File: src/rtl/cache_fill_fsm.sv
// Cache-miss fill controller: fetches one block as BLOCK_WORDS pipelined word reads and streams them into the data array.
// Optional feature: define CRITICAL_WORD_FIRST_EN to request and write the missing word first, wrapping within the block.
module cache_fill_fsm #(
    parameter int BLOCK_WORDS = 8,
    parameter int ADDR_W      = 16,
    localparam int OFF_W      = $clog2(BLOCK_WORDS)
) (
    input  logic              clk,
    input  logic              rst_n,
    input  logic              miss_detected,
    input  logic [ADDR_W-1:0] miss_address,
    input  logic              memory_data_valid,
    output logic              fsm_busy,
    output logic              mem_en,
    output logic [ADDR_W-1:0] memory_address,
    output logic              write_data_array,
    output logic [OFF_W-1:0]  word_offset,
    output logic              write_tag_array,
    output logic              fill_done
);

    typedef enum logic {
        IDLE,
        FILL
    } state_t;

    localparam logic [OFF_W:0]    CNT_FULL  = (OFF_W+1)'(BLOCK_WORDS);
    localparam logic [OFF_W:0]    CNT_LAST  = (OFF_W+1)'(BLOCK_WORDS - 1);
    localparam logic [OFF_W:0]    CNT_ONE   = (OFF_W+1)'(1);
    // Clears the word offset and the byte-in-word bit, leaving the block base.
    localparam logic [ADDR_W-1:0] BASE_MASK = {ADDR_W{1'b1}} << (OFF_W + 1);

    state_t            r_state;
    state_t            w_nextState;
    logic [ADDR_W-1:0] r_base;
    logic [OFF_W-1:0]  r_startOff;
    logic [OFF_W:0]    r_issueCnt;
    logic [OFF_W:0]    r_recvCnt;
    logic [OFF_W-1:0]  w_issueOff;
    logic [OFF_W-1:0]  w_recvOff;

    assign w_issueOff = r_startOff + r_issueCnt[OFF_W-1:0];
    assign w_recvOff  = r_startOff + r_recvCnt[OFF_W-1:0];
    assign fsm_busy   = (r_state == FILL);

    always_ff @(posedge clk) begin
        if (!rst_n) begin
            r_state    <= IDLE;
            r_base     <= '0;
            r_startOff <= '0;
            r_issueCnt <= '0;
            r_recvCnt  <= '0;
        end else begin
            r_state <= w_nextState;
            if (r_state == IDLE) begin
                if (miss_detected) begin
                    r_base     <= miss_address & BASE_MASK;
`ifdef CRITICAL_WORD_FIRST_EN
                    r_startOff <= miss_address[OFF_W:1];
`else
                    r_startOff <= '0;
`endif
                    r_issueCnt <= '0;
                    r_recvCnt  <= '0;
                end
            end else begin
                if (mem_en) begin
                    r_issueCnt <= r_issueCnt + CNT_ONE;
                end
                if (write_data_array) begin
                    r_recvCnt <= r_recvCnt + CNT_ONE;
                end
            end
        end
    end

    // Issue and receive sides run independently; only the count of returned words ends the fill.
    always_comb begin
        w_nextState      = r_state;
        mem_en           = 1'b0;
        memory_address   = '0;
        write_data_array = 1'b0;
        word_offset      = '0;
        write_tag_array  = 1'b0;
        fill_done        = 1'b0;
        case (r_state)
            IDLE: begin
                if (miss_detected) begin
                    w_nextState = FILL;
                end
            end
            FILL: begin
                if (r_issueCnt < CNT_FULL) begin
                    mem_en         = 1'b1;
                    memory_address = r_base | (ADDR_W'(w_issueOff) << 1);
                end
                if (memory_data_valid) begin
                    write_data_array = 1'b1;
                    word_offset      = w_recvOff;
                    if (r_recvCnt == CNT_LAST) begin
                        write_tag_array = 1'b1;
                        fill_done       = 1'b1;
                        w_nextState     = IDLE;
                    end
                end
            end
            default: begin
                w_nextState = IDLE;
            end
        endcase
    end

endmodule
File: config.mk
export PLATFORM = sky130hd
export DESIGN_NAME = cache_fill_fsm
export DESIGN_NICKNAME = d
export VERILOG_FILES = /design/src/rtl/cache_fill_fsm.sv
export SDC_FILE = /design/constraint.sdc
export NUM_CORES = 1
export LEC_CHECK = 0
export BUFFER_PORTS_ARGS = -buffer_cell sky130_fd_sc_hd__buf_4
export CAP_MARGIN = 20
export CORE_MARGIN = 2
export CORE_UTILIZATION = 46
export CTS_BUF_LIST = sky130_fd_sc_hd__clkbuf_16
export CTS_CLUSTER_DIAMETER = 40
export DETAILED_ROUTE_END_ITERATION = 10
export GPL_ROUTABILITY_DRIVEN = 0
export HOLD_SLACK_MARGIN = 0.1
export PLACE_DENSITY = 0.73
export SYNTH_ARGS = -nofsm -noshare
export SYNTH_HDL_FRONTEND = slang
export SYNTH_SLANG_ARGS = --single-unit
File: constraint.sdc
create_clock -name clk -period 1.94 [get_ports clk]
set_clock_uncertainty 0.2 [all_clocks]
set_input_delay 0.388 -clock clk [delete_from_list [all_inputs] [get_ports clk]]
set_output_delay 0.388 -clock clk [all_outputs]
set_load 0.005 [all_outputs]
# Word-level counts from Yosys, hierarchy flattened

Index checks and enable logic that the tools add are counted.

Bits of input ports: 20
Flip-flop bits (word level): 21
Word-level logic and storage cells: 36

Multiplexer cells: 20
Add/subtract/negate cells: 2
Bitwise logic cells: 2
Reduce and logical (&&, ||, !) cells: 4
Eq/ne operators: 3
$lt $le $gt $ge: 1

Operators with widths:

| cell                                               | count |
|---|---|
| 2-to-1 mux 16 bit                                  | 2 |
| 2-to-1 mux 4 bit                                   | 5 |
| OR 16 x 4 -> 16 bit                                | 1 |
| 2-to-1 mux 1 bit                                   | 10 |
| adder 4 x 1 -> 4 bit (second input constant)       | 2 |
| 2-to-1 mux 3 bit                                   | 2 |
| AND reduction 2 bit                                | 3 |
| == test 4 x 3 -> 1 bit (second input constant)     | 1 |
| less-than comparator 4 bit (second input constant) | 1 |
| inequality test 2 bit (second input constant)      | 2 |
| one-hot mux 1 bit (2 select lines)                 | 1 |
| nonzero test 2 bit                                 | 1 |
| NOT 1 bit                                          | 1 |

# Depth between registers and ports, before layout

Gate-level depths: netlist of the first run.

Depth after elaboration: 5
Gate-level depth with buffers: 6
Gate-level depth less buffers: 4

# Worst setup path before layout of the first run

No wires, ideal clock.

Kind: reg2out
From: register r_recvCnt[0]
To: output port write_tag_array
Cell stages (with the launch flop): 5
Path slack: 0.250 ns
Arrival: 1.102 ns
Path buffers: 1
Data required time: 1.352 ns
Cell sequence: dfxtp_1 ha_1 nand3_1 nor3b_1 buf_4

Cells in the longest elaborated chain, start to end: 4

RTL lines:

| element                       | line | source |
|---|---|---|
| start, declared               | 38   | `logic [OFF_W:0] r_recvCnt;` |
| start signal, assigned        | 71   | `r_recvCnt <= r_recvCnt + CNT_ONE;` |
| == test 4 x 3 -> 1 bit        | 100  | `if (r_recvCnt == CNT_LAST) begin` |
| 2-to-1 mux 1 bit (3 in a row) | --   |  |
| end, declared                 | 18   | `output logic write_tag_array,` |

Every way passes these cells.

# Worst setup path in the final report of the first run

From: register r_recvCnt[1]
To: output port fill_done

Cells in the longest elaborated chain, start to end: 4

RTL lines:

| element                | line | source |
|---|---|---|
| == test 4 x 3 -> 1 bit | 100  |  |
| 2-to-1 mux 1 bit       | 100  |  |
| 2-to-1 mux 1 bit       | 97   | `if (memory_data_valid) begin` |
| 2-to-1 mux 1 bit       | 86   | `case (r_state)` |
| end, declared          | 19   | `output logic fill_done` |

Every way passes these cells.

==> metrics list, run 1 <==
- After routing the design area is 1420 µm².
- Summed over all nets, wire length on met2 after detailed routing comes to 1150 µm.
* Drt pass-1 iters: 3
* CP max stage delay: 360 ps
- Level count of the clock H-tree: 1
* # DRC: 0
- Area growth from synthesis to layout: 36.5%
* Input/output buffers: 38
* Wire length of the first global-routing pass: 3530 µm
- Final non-filler cell total: 187
- Final hold violation count: 0
- The die covers 2660 µm².
* Max Clk Rate: 523 MHz
* Number of instances in the synthesized netlist: 122
- Synth cell types: 27
* Power after layout: 1.02 mW
- Data arrives at the worst endpoint at 1320 ps.
* Standby leakage power: 0.650 nW
- Area fraction of the dominant cell type after synthesis: 40.4%
- Initial standard-cell utilization of the core: 48.0%
- Number of placed instances, taps included: 180
* Remaining number of nets flagged by the antenna check after routing: 0
- Of the synthesized area, sequential elements account for 40.4%.
- The detailed router put a total of 929 µm of wire on met1.
- After layout, the worst path uses 98.6% of the clock period.
* Critical-path cell with the highest stage delay: sky130_fd_sc_hd__dfxtp_1
* Most repeated cell in the gate-level netlist after synthesis: sky130_fd_sc_hd__nand2_1
- Summed over all instances, the cell type with the most area after synthesis is sky130_fd_sc_hd__dfxtp_1.
- The die is 51.6 µm wide.
- Result of the run: finished clean
- STA puts the critical path data required time at 1350 ps.
* Via count: 914
- The min-delay analysis places its worst path in the category primary input to flop.
- Met3 routed wirelength: 97 µm
* Kind of critical path: flop to output port
- Top fanout value on the critical path: 3
- In the routed layout, each cell is associated on average with a via count of 4.89.
- Wires add up to 2190 µm.
- STA classifies the critical path startpoint as a flop.
- Top layer used by detailed routing: met4
* Summed instance area of the synthesized netlist: 1040 µm²
- Post-synthesis register bit count: 21
- Sorting the synthesized cells by area gives the leading types as sky130_fd_sc_hd__dfxtp_1 40%, sky130_fd_sc_hd__a21boi_0 12%, sky130_fd_sc_hd__nand2_1 10%.
- Most used flip-flop cell after synthesis: sky130_fd_sc_hd__dfxtp_1
* Clock buffers created by TritonCTS: 3
- The tree is rooted in a sky130_fd_sc_hd__clkbuf_16.
* Power Density: 719 nW/µm²
- Fin crit period: 1910 ps
- Summing all placed instances gives a cell area of 1280 µm².
- Total core area: 2170 µm²
- Wirelength per Cell: 11.7 µm
- Final cell utilization of the core: 65.5%
- Counting flops with an async set or reset pin after synthesis yields a share of 0%.
- Cells with a size suffix above 1 make up 35.8% of the layout.
- Post-detail-place hpwl: 1490 µm
* Synth top cells by count: 29 x sky130_fd_sc_hd__nand2_1, 21 x sky130_fd_sc_hd__dfxtp_1, 16 x sky130_fd_sc_hd__a21boi_0
* Cell-by-cell listing of the critical path: ha_1, nand3_2, nor3b_4, buf_4
- Clock-pin slew of the registers on the worst-case setup and hold paths: 60 ps
- In the global route stage, overall resource usage came out at 17.6%.
- The tool flagged a number of max-cap violations equal to 0.
- At the later pin of the worst-skew pair, clock insertion delay measures 250 ps.
* Reg2reg setup slack: 470 ps
* Number of synthesized flops with an enable pin: 0
* Total gr overflow: 0
- The worst setup path is captured at an output port.
- No sink is reached through more buffers than the 2 on the longest clock path.
- Chip Height: 51.6 µm
* Synthesized area per cell: 8.53 µm²
- Net Count, Synth: 144
- Antenna violations before repair: 0
* Number of sinks handled by clock tree synthesis: 21
- Final setup TNS: 0 ps
* Clock tree from TritonCTS: built
- Number of top-level pins: 44
- Site Rows: 17
- Yosys Warn Count: 0
* Antenna diode count: 0
- In the final design database the tool counted 182 nets.
* Via count of the first global-routing pass: 841
- Final-report max-slew violation count: 0
* Number of violations reported at the end of detailed-routing iteration 0: 8
- Across the VDD grid, the largest voltage drop is 0.465 mV.
* Pin count of the biggest net entering global routing: 22
- Final setup viols: 0
==> timing repair <==
item / CTS / global route
buffers inserted: 2 / 1
endpoints found under the setup margin: 18 / 17
cloned: 0 / 0
hold buffers: 0 / 0
resized for setup: 4 / 5
pin swaps: 1 / 1
==> placed cells by master (no fill, tap or decap) <==
| master | count |
|---|---|
| sky130_fd_sc_hd__a21boi_0 | 16 |
| sky130_fd_sc_hd__and2_1 | 15 |
| sky130_fd_sc_hd__and2b_2 | 1 |
| sky130_fd_sc_hd__and3_1 | 1 |
| sky130_fd_sc_hd__and3_2 | 3 |
| sky130_fd_sc_hd__buf_4 | 42 |
| sky130_fd_sc_hd__clkbuf_16 | 3 |
| sky130_fd_sc_hd__clkinvlp_4 | 2 |
| sky130_fd_sc_hd__conb_1 | 1 |
| sky130_fd_sc_hd__dfxtp_1 | 19 |
| sky130_fd_sc_hd__dfxtp_2 | 1 |
| sky130_fd_sc_hd__dfxtp_4 | 1 |
| sky130_fd_sc_hd__ha_1 | 2 |
| sky130_fd_sc_hd__inv_1 | 1 |
| sky130_fd_sc_hd__mux2i_1 | 1 |
| sky130_fd_sc_hd__nand2_1 | 29 |
| sky130_fd_sc_hd__nand2b_1 | 2 |
| sky130_fd_sc_hd__nand2b_4 | 2 |
| sky130_fd_sc_hd__nand3_1 | 5 |
| sky130_fd_sc_hd__nand3_2 | 1 |
| sky130_fd_sc_hd__nand3b_1 | 1 |
| sky130_fd_sc_hd__nand4_1 | 1 |
| sky130_fd_sc_hd__nor2_1 | 4 |
| sky130_fd_sc_hd__nor3b_4 | 1 |
| sky130_fd_sc_hd__o21a_1 | 1 |
| sky130_fd_sc_hd__o21ai_0 | 1 |
| sky130_fd_sc_hd__xor2_1 | 2 |
==> final cells by class <==
cell class	instances	area, µm²
flip-flops and latches	21	425
multi-input cells	90	552
clock inverters	1	7.51
repair buffers	42	315
well taps	28	35.0
inverters	2	11.3
fillers	195	748
clock buffers	3	75.1
==> power breakdown <==
part           internal, mW  leakage [nW]  total (mW)  switching (mW)
sequential            0.451         0.173       0.464          0.0131
clock                 0.279        0.0371       0.438           0.159
combinational        0.0647         0.440       0.121          0.0560
==> final timing paths <==
path | to | startpoint | cells after the start
worst min-delay path | r_base[11]$_SDFFE_PN0P_ | miss_address[11] | 3
worst min register to register | r_base[9]$_SDFFE_PN0P_ | r_base[9]$_SDFFE_PN0P_ | 2
worst max register to register | r_recvCnt[0]$_SDFFE_PN0P_ | fsm_busy$_SDFF_PN0_ | 4
worst max-delay path | fill_done | r_recvCnt[1]$_SDFFE_PN0P_ | 4
==> registers in the layout, summed over array words and instances (netlist names) <==
signal and cells:
r_base 12, r_issueCnt 4, fsm_busy 1, r_recvCnt 4
==> cells by family after synthesis <==
kind of cell	after synthesis	synth area share, %
AOI/OAI and AO/OA	18	12.7
xor gates and xnor gates	2	1.68
adders and majority gates	2	2.40
buffers and inverters	11	8.89
DFF	21	40.4
muxes	1	0.962
other	1	0.360
and+or+nand+nor	66	32.6
==> worst max-delay path: cells and delay by family, from the launching register on <==
kind | cells | cell delay, ps
and+or+nand+nor | 2 | 370
adders and majority gates | 1 | 200
buffers and inverters | 1 | 150
DFF | 1 | 360
==> through the flow <==
step	hold WS, ps	setup WS, ps
floorplan	239	250
global placement	245	193
detailed placement	253	137
CTS	192	12.7
global route	194	-41.4
finish	191	27.2
==> per-layer routing <==
layer,GRT usage [%],vias up
met1,20.4,426
met3,2.87,2
met4,7.89,0
met5,0,-
met2,31.4,19
li1,-,467
Power figures use the tool's default switching activity.
==> run 2: changes to the inputs <==
--- a/config.mk
+++ b/config.mk
@@ -6,8 +6,9 @@
 export NUM_CORES = 1
 export LEC_CHECK = 0
+export ABC_AREA = 0
 export BUFFER_PORTS_ARGS = -buffer_cell sky130_fd_sc_hd__buf_4
 export CAP_MARGIN = 20
 export CORE_MARGIN = 2
-export CORE_UTILIZATION = 46
+export CORE_UTILIZATION = 35
 export CTS_BUF_LIST = sky130_fd_sc_hd__clkbuf_16
 export CTS_CLUSTER_DIAMETER = 40
@@ -15,5 +16,5 @@
 export GPL_ROUTABILITY_DRIVEN = 0
 export HOLD_SLACK_MARGIN = 0.1
-export PLACE_DENSITY = 0.73
+export PLACE_DENSITY = 0.58
 export SYNTH_ARGS = -nofsm -noshare
 export SYNTH_HDL_FRONTEND = slang
==> constraint.sdc (replaced) <==
create_clock -name clk -period 1.94 [get_ports clk]
set_clock_uncertainty 0.2 [all_clocks]
set_input_delay 0.291 -clock clk [delete_from_list [all_inputs] [get_ports clk]]
set_output_delay 0.291 -clock clk [all_outputs]
set_load 0.005 [all_outputs]
==> metrics list, run 2 (synthesis gave the netlist of run 1 again) <==
* Result of the run: finished clean
- Final WL: 2150 µm
- The final-report max-slew violation count was 0.
* Level count of the clock H-tree: 1
- The floorplan step defined a die boundary enclosing 3430 µm².
* Power Density: 698 nW/µm²
* # DRC: 0
- Compared with the post-synthesis result, the final layout area differs by 41.2%.
- Clock tree from TritonCTS: built
- Data arrives at the worst endpoint at 1370 ps.
- Chip Height: 58.5 µm
- Pin count of the biggest net entering global routing: 22
- Measured in cells, the most critical reg-to-reg path has a length of 4.
- Req. time, crit path: 1450 ps
* Final non-filler cell total: 197
- The worst hold path belongs to the class primary input to flop.
- The count of final hold-check violations is 0.
* Crit. End Element: output port
- The longest clock path from root to sink contains 2 buffers.
* RSZ-0062 raised after global routing: false
- Most common library cell in the layout ignoring fill and taps: sky130_fd_sc_hd__buf_4
- Clock-pin slew was measured on the worst setup and hold paths at 50 ps.
* Number of flip-flops in the largest register: 12
- Final setup viols: 0
* Via/cell ratio: 4.63
* Wirelength per Cell: 10.9 µm
- Before antenna repair, the detailed router went through 2 iterations.
- The count of nets left with antenna violations once routing finished came out at 0.
- Antenna violations before repair: 0
- Summed over all layers, the global routing overflow is 0.
- Antenna diode count: 0
- For the final routed database, the setup TNS stands at 0 ps.
- Input/output buffers: 38
* Standby leakage power: 0.681 nW
* Top library cells by usage in the layout, fill and taps aside: 42 x sky130_fd_sc_hd__buf_4, 29 x sky130_fd_sc_hd__nand2_1, 20 x sky130_fd_sc_hd__dfxtp_1, 16 x sky130_fd_sc_hd__a21boi_0, 15 x sky130_fd_sc_hd__and2_1
- The die is 58.5 µm wide.
* Total routing usage reported by global routing: 13.8%
- Initial standard-cell utilization of the core: 37.4%
- Worst setup slack after placement: 223 ps
- Largest Register: r_base
- For this design the top-level I/O count stands at 44.
- The worst-case IR drop observed on VDD is 0.419 mV.
* Largest registers: r_base (12), r_issueCnt (4), r_recvCnt (4)
* Top fanout value on the critical path: 6
- The detailed router finished its first iteration with 16 violations.
* Fin crit period: 1860 ps
* Total core area: 2780 µm²
- Summing over every cut layer, the via total after detailed routing is 912.
- Share of the clock period used by the worst path: 95.7%
- Kind of critical path: flop to output port
* Site Rows: 19
* Final Net Count: 189
- Max Clk Rate: 539 MHz
- Once placement completed, the tool counted placed cells totaling 183.
- Sort of element at the start of the critical path: flop
- Clock tree synthesis found a total of 21 sinks.
- In this run, CTS created clock tree buffers numbering 3.
- Worst Slack Setup Final: 83.7 ps
- Worst hold path cell count: 3
- The wire-length estimate of the detail-placed layout is 1430 µm.
* Proportion of layout cells with a drive suffix above 1: 32.5%
- Wire length of the first global-routing pass: 3570 µm
* Filler Cell Count: 291
- Via count of the first global-routing pass: 837
- The cell sitting at the root of the clock tree is a sky130_fd_sc_hd__clkbuf_16.
- Max-cap violations in this run came to 0.
* Clk_lat worst skew: 250 ps
run 2: repair_timing:
action,CTS,global route
endpoints found under the setup margin,16,2
pin swaps,0,1
hold buffers,7,0
resized for setup,2,1
endpoints found under the hold margin,7,0
gates cloned,0,0
buffers inserted,3,0
run 2: worst paths after layout:
kind / startpoint / end / slack (ps)
min reg2reg: r_base[9]$_SDFFE_PN0P_ / r_base[9]$_SDFFE_PN0P_ / 260
max reg2reg: fsm_busy$_SDFF_PN0_ / r_recvCnt[0]$_SDFFE_PN0P_ / 470
min: miss_address[9] / r_base[9]$_SDFFE_PN0P_ / 100
max: fsm_busy$_SDFF_PN0_ / memory_address[8] / 80
run 2: through the flow:
| stage | hold slack (ps) | power [mW] | instance area, µm² | util [%] |
|---|---|---|---|---|
| finish | 101 | 1.03 | 1470 | 52.9 |
| global route | 113 | 1.08 | 1470 | 52.9 |
| CTS | 101 | 1.04 | 1470 | 52.8 |
| detailed placement | 253 | 0.589 | 1290 | 46.3 |
| global placement | 244 | 0.586 | 1290 | 46.3 |
| floorplan | 236 | 0.546 | 1040 | - |
run 2: final cells by class:
class / instances / area [µm²] / share of cell area (%)
multi-input combinational: 90 / 533 / 36.3
tap: 31 / 38.8 / 2.64
inverter: 2 / 11.3 / 0.766
sequential: 21 / 422 / 28.7
timing repair buffer: 49 / 385 / 26.2
clock inverter: 1 / 5.00 / 0.340
clock buffer: 3 / 75.1 / 5.11
run 2: critical path: stages (launching register included):
cell,delay (ps)
sky130_fd_sc_hd__dfxtp_1,360
sky130_fd_sc_hd__nand2b_1,180
sky130_fd_sc_hd__clkinvlp_4,130
sky130_fd_sc_hd__buf_4,160
sky130_fd_sc_hd__and2_1,160
sky130_fd_sc_hd__buf_4,130
run 2: metal layers:
metal | routed length (µm) | global-route usage, % | vias up
met3 | 84 | 2.64 | 2
li1 | - | - | 477
met5 | 0 | 0 | -
met2 | 1090 | 24.1 | 18
met1 | 965 | 16.3 | 415
met4 | 13 | 5.98 | 0
run 2: power breakdown:
part / total, mW / internal, mW / switching [mW] / leakage (nW)
logic: 0.133 / 0.0745 / 0.0584 / 0.468
registers: 0.463 / 0.451 / 0.0117 / 0.172
clock network: 0.431 / 0.276 / 0.155 / 0.0409
==> run 3: changes to the inputs <==
- CORE_UTILIZATION: 35 -> 45
- CTS_BUF_LIST: sky130_fd_sc_hd__clkbuf_16 -> unset
- PLACE_DENSITY: 0.58 -> 0.72
==> metrics list, run 3 (synthesis gave the netlist of run 1 again) <==
- The worst hold path was traced through 4 stages.
* Level count of the clock H-tree: 1
- The routed design has 2270 µm of wire.
- Of the total power, registers draw 56.6%.
- At the end of the flow, the number of nets in the layout was 198.
- Site Rows: 17
* Internal: 0.610 mW
- Number of top-level pins: 44
- In the global route stage, overall resource usage came out at 17.4%.
- Entering global routing, the biggest net connects 22 pins.
- After detailed routing, the number of vias per cell comes to 4.67.
- Setup violations remaining at the end of the flow were counted as 0.
* Die width: 52.1 µm
- Total gr overflow: 0
- The startpoint identified for the worst hold timing path is memory_data_valid.
- Type of the tightest min-delay check: primary input to flop
- With fillers left out, the area of the finished cells amounts to 1520 µm².
- On the critical path the largest part of the delay comes from simple AND/OR/NAND/NOR gates.
- Number of flip-flops in the largest register: 12
- Remaining number of nets flagged by the antenna check after routing: 0
- Top library cells by usage in the layout, fill and taps aside: 41 x sky130_fd_sc_hd__buf_4, 29 x sky130_fd_sc_hd__nand2_1, 19 x sky130_fd_sc_hd__dfxtp_1, 16 x sky130_fd_sc_hd__a21boi_0, 15 x sky130_fd_sc_hd__and2_1
- Worst-case reg-to-reg path depth: 3
- The register with the most flip-flops in the final layout is r_base.
- In this design, the stage delay of the slowest critical-path cell is 370 ps.
- Proportion of layout cells with a drive suffix above 1: 33.7%
* Chip Height: 52.1 µm
* Cell-by-cell listing of the critical path: nand2b_4, clkinvlp_2, and2_1, buf_4
- Post-detail-place hpwl: 1360 µm
- STA classifies the critical path endpoint as an output port.
- Share of power burned in combinational logic: 17.8%
* Clock tree from TritonCTS: built
* Minimum hold slack: 177 ps
- Filler Cell Count: 182
* Share of the clock period used by the worst path: 96.4%
* Switching share of total power: 25.6%
- Via count: 949
- At the later pin of the worst-skew pair, clock insertion delay measures 290 ps.
* Wire length of the first global-routing pass: 3570 µm
- Standby leakage power: 0.685 nW
- Reg2Reg Launch Point: fsm_busy$_SDFF_PN0_
- Largest registers: r_base (12), r_issueCnt (4), r_recvCnt (4)
- For hold timing, the worst endpoint is r_recvCnt[1]$_SDFFE_PN0P_.
- The count of final hold-check violations was 0.
- Max-cap violation count: 0
- The clock passes through at most 2 buffers.
- Critical-path cell with the highest stage delay: sky130_fd_sc_hd__dfxtp_1
- Number of placed instances, taps included: 179
- # DRC: 0
- The repair_antennas step left the layout with diodes totalling 0.
- Initial standard-cell utilization of the core: 47.5%
* Most common library cell in the layout ignoring fill and taps: sky130_fd_sc_hd__buf_4
* Reg-to-reg critical path endpoint: r_recvCnt[0]$_SDFFE_PN0P_
- After clock tree synthesis, the clock-pin slew on the worst setup and hold paths is 120 ps.
- Number of sinks handled by clock tree synthesis: 21
- Top fanout value on the critical path: 6
* RSZ-0062 raised after global routing: true
- Req. time, crit path: 1450 ps
- Final cell utilization of the core: 69.3%
* Post-detailed-placement cell area: 1280 µm²
* Number of violations reported at the end of detailed-routing iteration 0: 8
* Result of the run: finished clean
- The number of antenna violations at the first check in global routing was 0.
- Drt pass-1 iters: 4
* Clock power frac: 25.6%
* Sort of element at the start of the critical path: flop
- The number of clock buffers added by TritonCTS is 3.
* Final non-filler cell total: 203
* Via count of the first global-routing pass: 847
- Peak supply drop: 0.420 mV
* Fin crit period: 1870 ps
* Area growth from synthesis to layout: 45.9%
- Final-report max-slew violation count: 0
- Final setup TNS: 0 ps
* Arr. time, crit path: 1380 ps
* Total core area: 2190 µm²
- In this run the power density over the cells is 539 nW/µm².
* Critical path buffer and inverter count: 2
* Switching Power: 0.209 mW
- Root Buffer Master: sky130_fd_sc_hd__clkbuf_4
* Wirelength per Cell: 11.2 µm
- Timing would allow up to 535 MHz.
- Total die area: 2710 µm²
* Reg2reg setup slack: 600 ps
- The critical path is of the flop to output port type.
- Port buffering added 38 buffers.
[run 3: power groups by stage]
stage	Combinational, mW	Clock, mW	Sequential, mW
after global routing	0.162	0.238	0.468
after CTS	0.138	0.219	0.464
after detailed placement	0.111	0	0.474
final	0.146	0.209	0.464
after global placement	0.109	0	0.473
after floorplan	0.0771	0	0.469
[run 3: per-stage QoR]
step / worst slack (ps) / total power, mW
2_1_floorplan: 347 / 0.546
3_3_place_gp: 156 / 0.581
3_5_place_dp: 130 / 0.585
4_1_cts: 31.8 / 0.821
5_1_grt: -11.9 / 0.869
6_report: 70.6 / 0.819
[run 3: worst max-delay path by stage]
stage | endpoint | startpoint | cells past startpoint
2_1_floorplan | write_tag_array | r_recvCnt[0]$_SDFFE_PN0P_ | 4
3_3_place_gp | memory_address[14] | fsm_busy$_SDFF_PN0_ | 4
3_5_place_dp | memory_address[14] | fsm_busy$_SDFF_PN0_ | 4
4_1_cts | write_tag_array | r_recvCnt[0]$_SDFFE_PN0P_ | 4
5_1_grt | memory_address[15] | r_issueCnt[3]$_SDFFE_PN0P_ | 4
6_report | memory_address[15] | r_issueCnt[3]$_SDFFE_PN0P_ | 4
[run 3: layout make-up]
cell class | count | area [µm²] | area share, %
inverter | 2 | 11.3 | 0.741
clock inverter | 1 | 5.00 | 0.329
tap | 28 | 35.0 | 2.31
timing repair inverter | 3 | 17.5 | 1.15
multi-input combinational | 90 | 552 | 36.3
timing repair buffer | 55 | 448 | 29.5
clock buffer | 3 | 22.5 | 1.48
sequential | 21 | 428 | 28.2
[run 3: worst register-to-register path: stages, from the launching register on]
cell	delay, ps
sky130_fd_sc_hd__dfxtp_4	410
sky130_fd_sc_hd__nand2b_4	250
sky130_fd_sc_hd__and3_1	220
sky130_fd_sc_hd__o21a_1	170
[run 3: what timing repair did]
item | 4_1_cts | 5_1_grt
gates cloned | 1 | 2
hold buffers | 13 | 1
gates resized for setup | 5 | 6
hold endpoints to repair | 13 | 1
setup buffers | 1 | 2
setup endpoints to repair | 18 | 17
pin swaps | 0 | 1
[run 3: routing by layer]
metal | global-route usage, % | vias up | share of wire (%)
met4 | 5.26 | 0 | 0.62
met1 | 20.6 | 434 | 42
met5 | 0 | - | 0
met2 | 32.1 | 17 | 54
met3 | 2.59 | 2 | 3.2
li1 | - | 496 | -
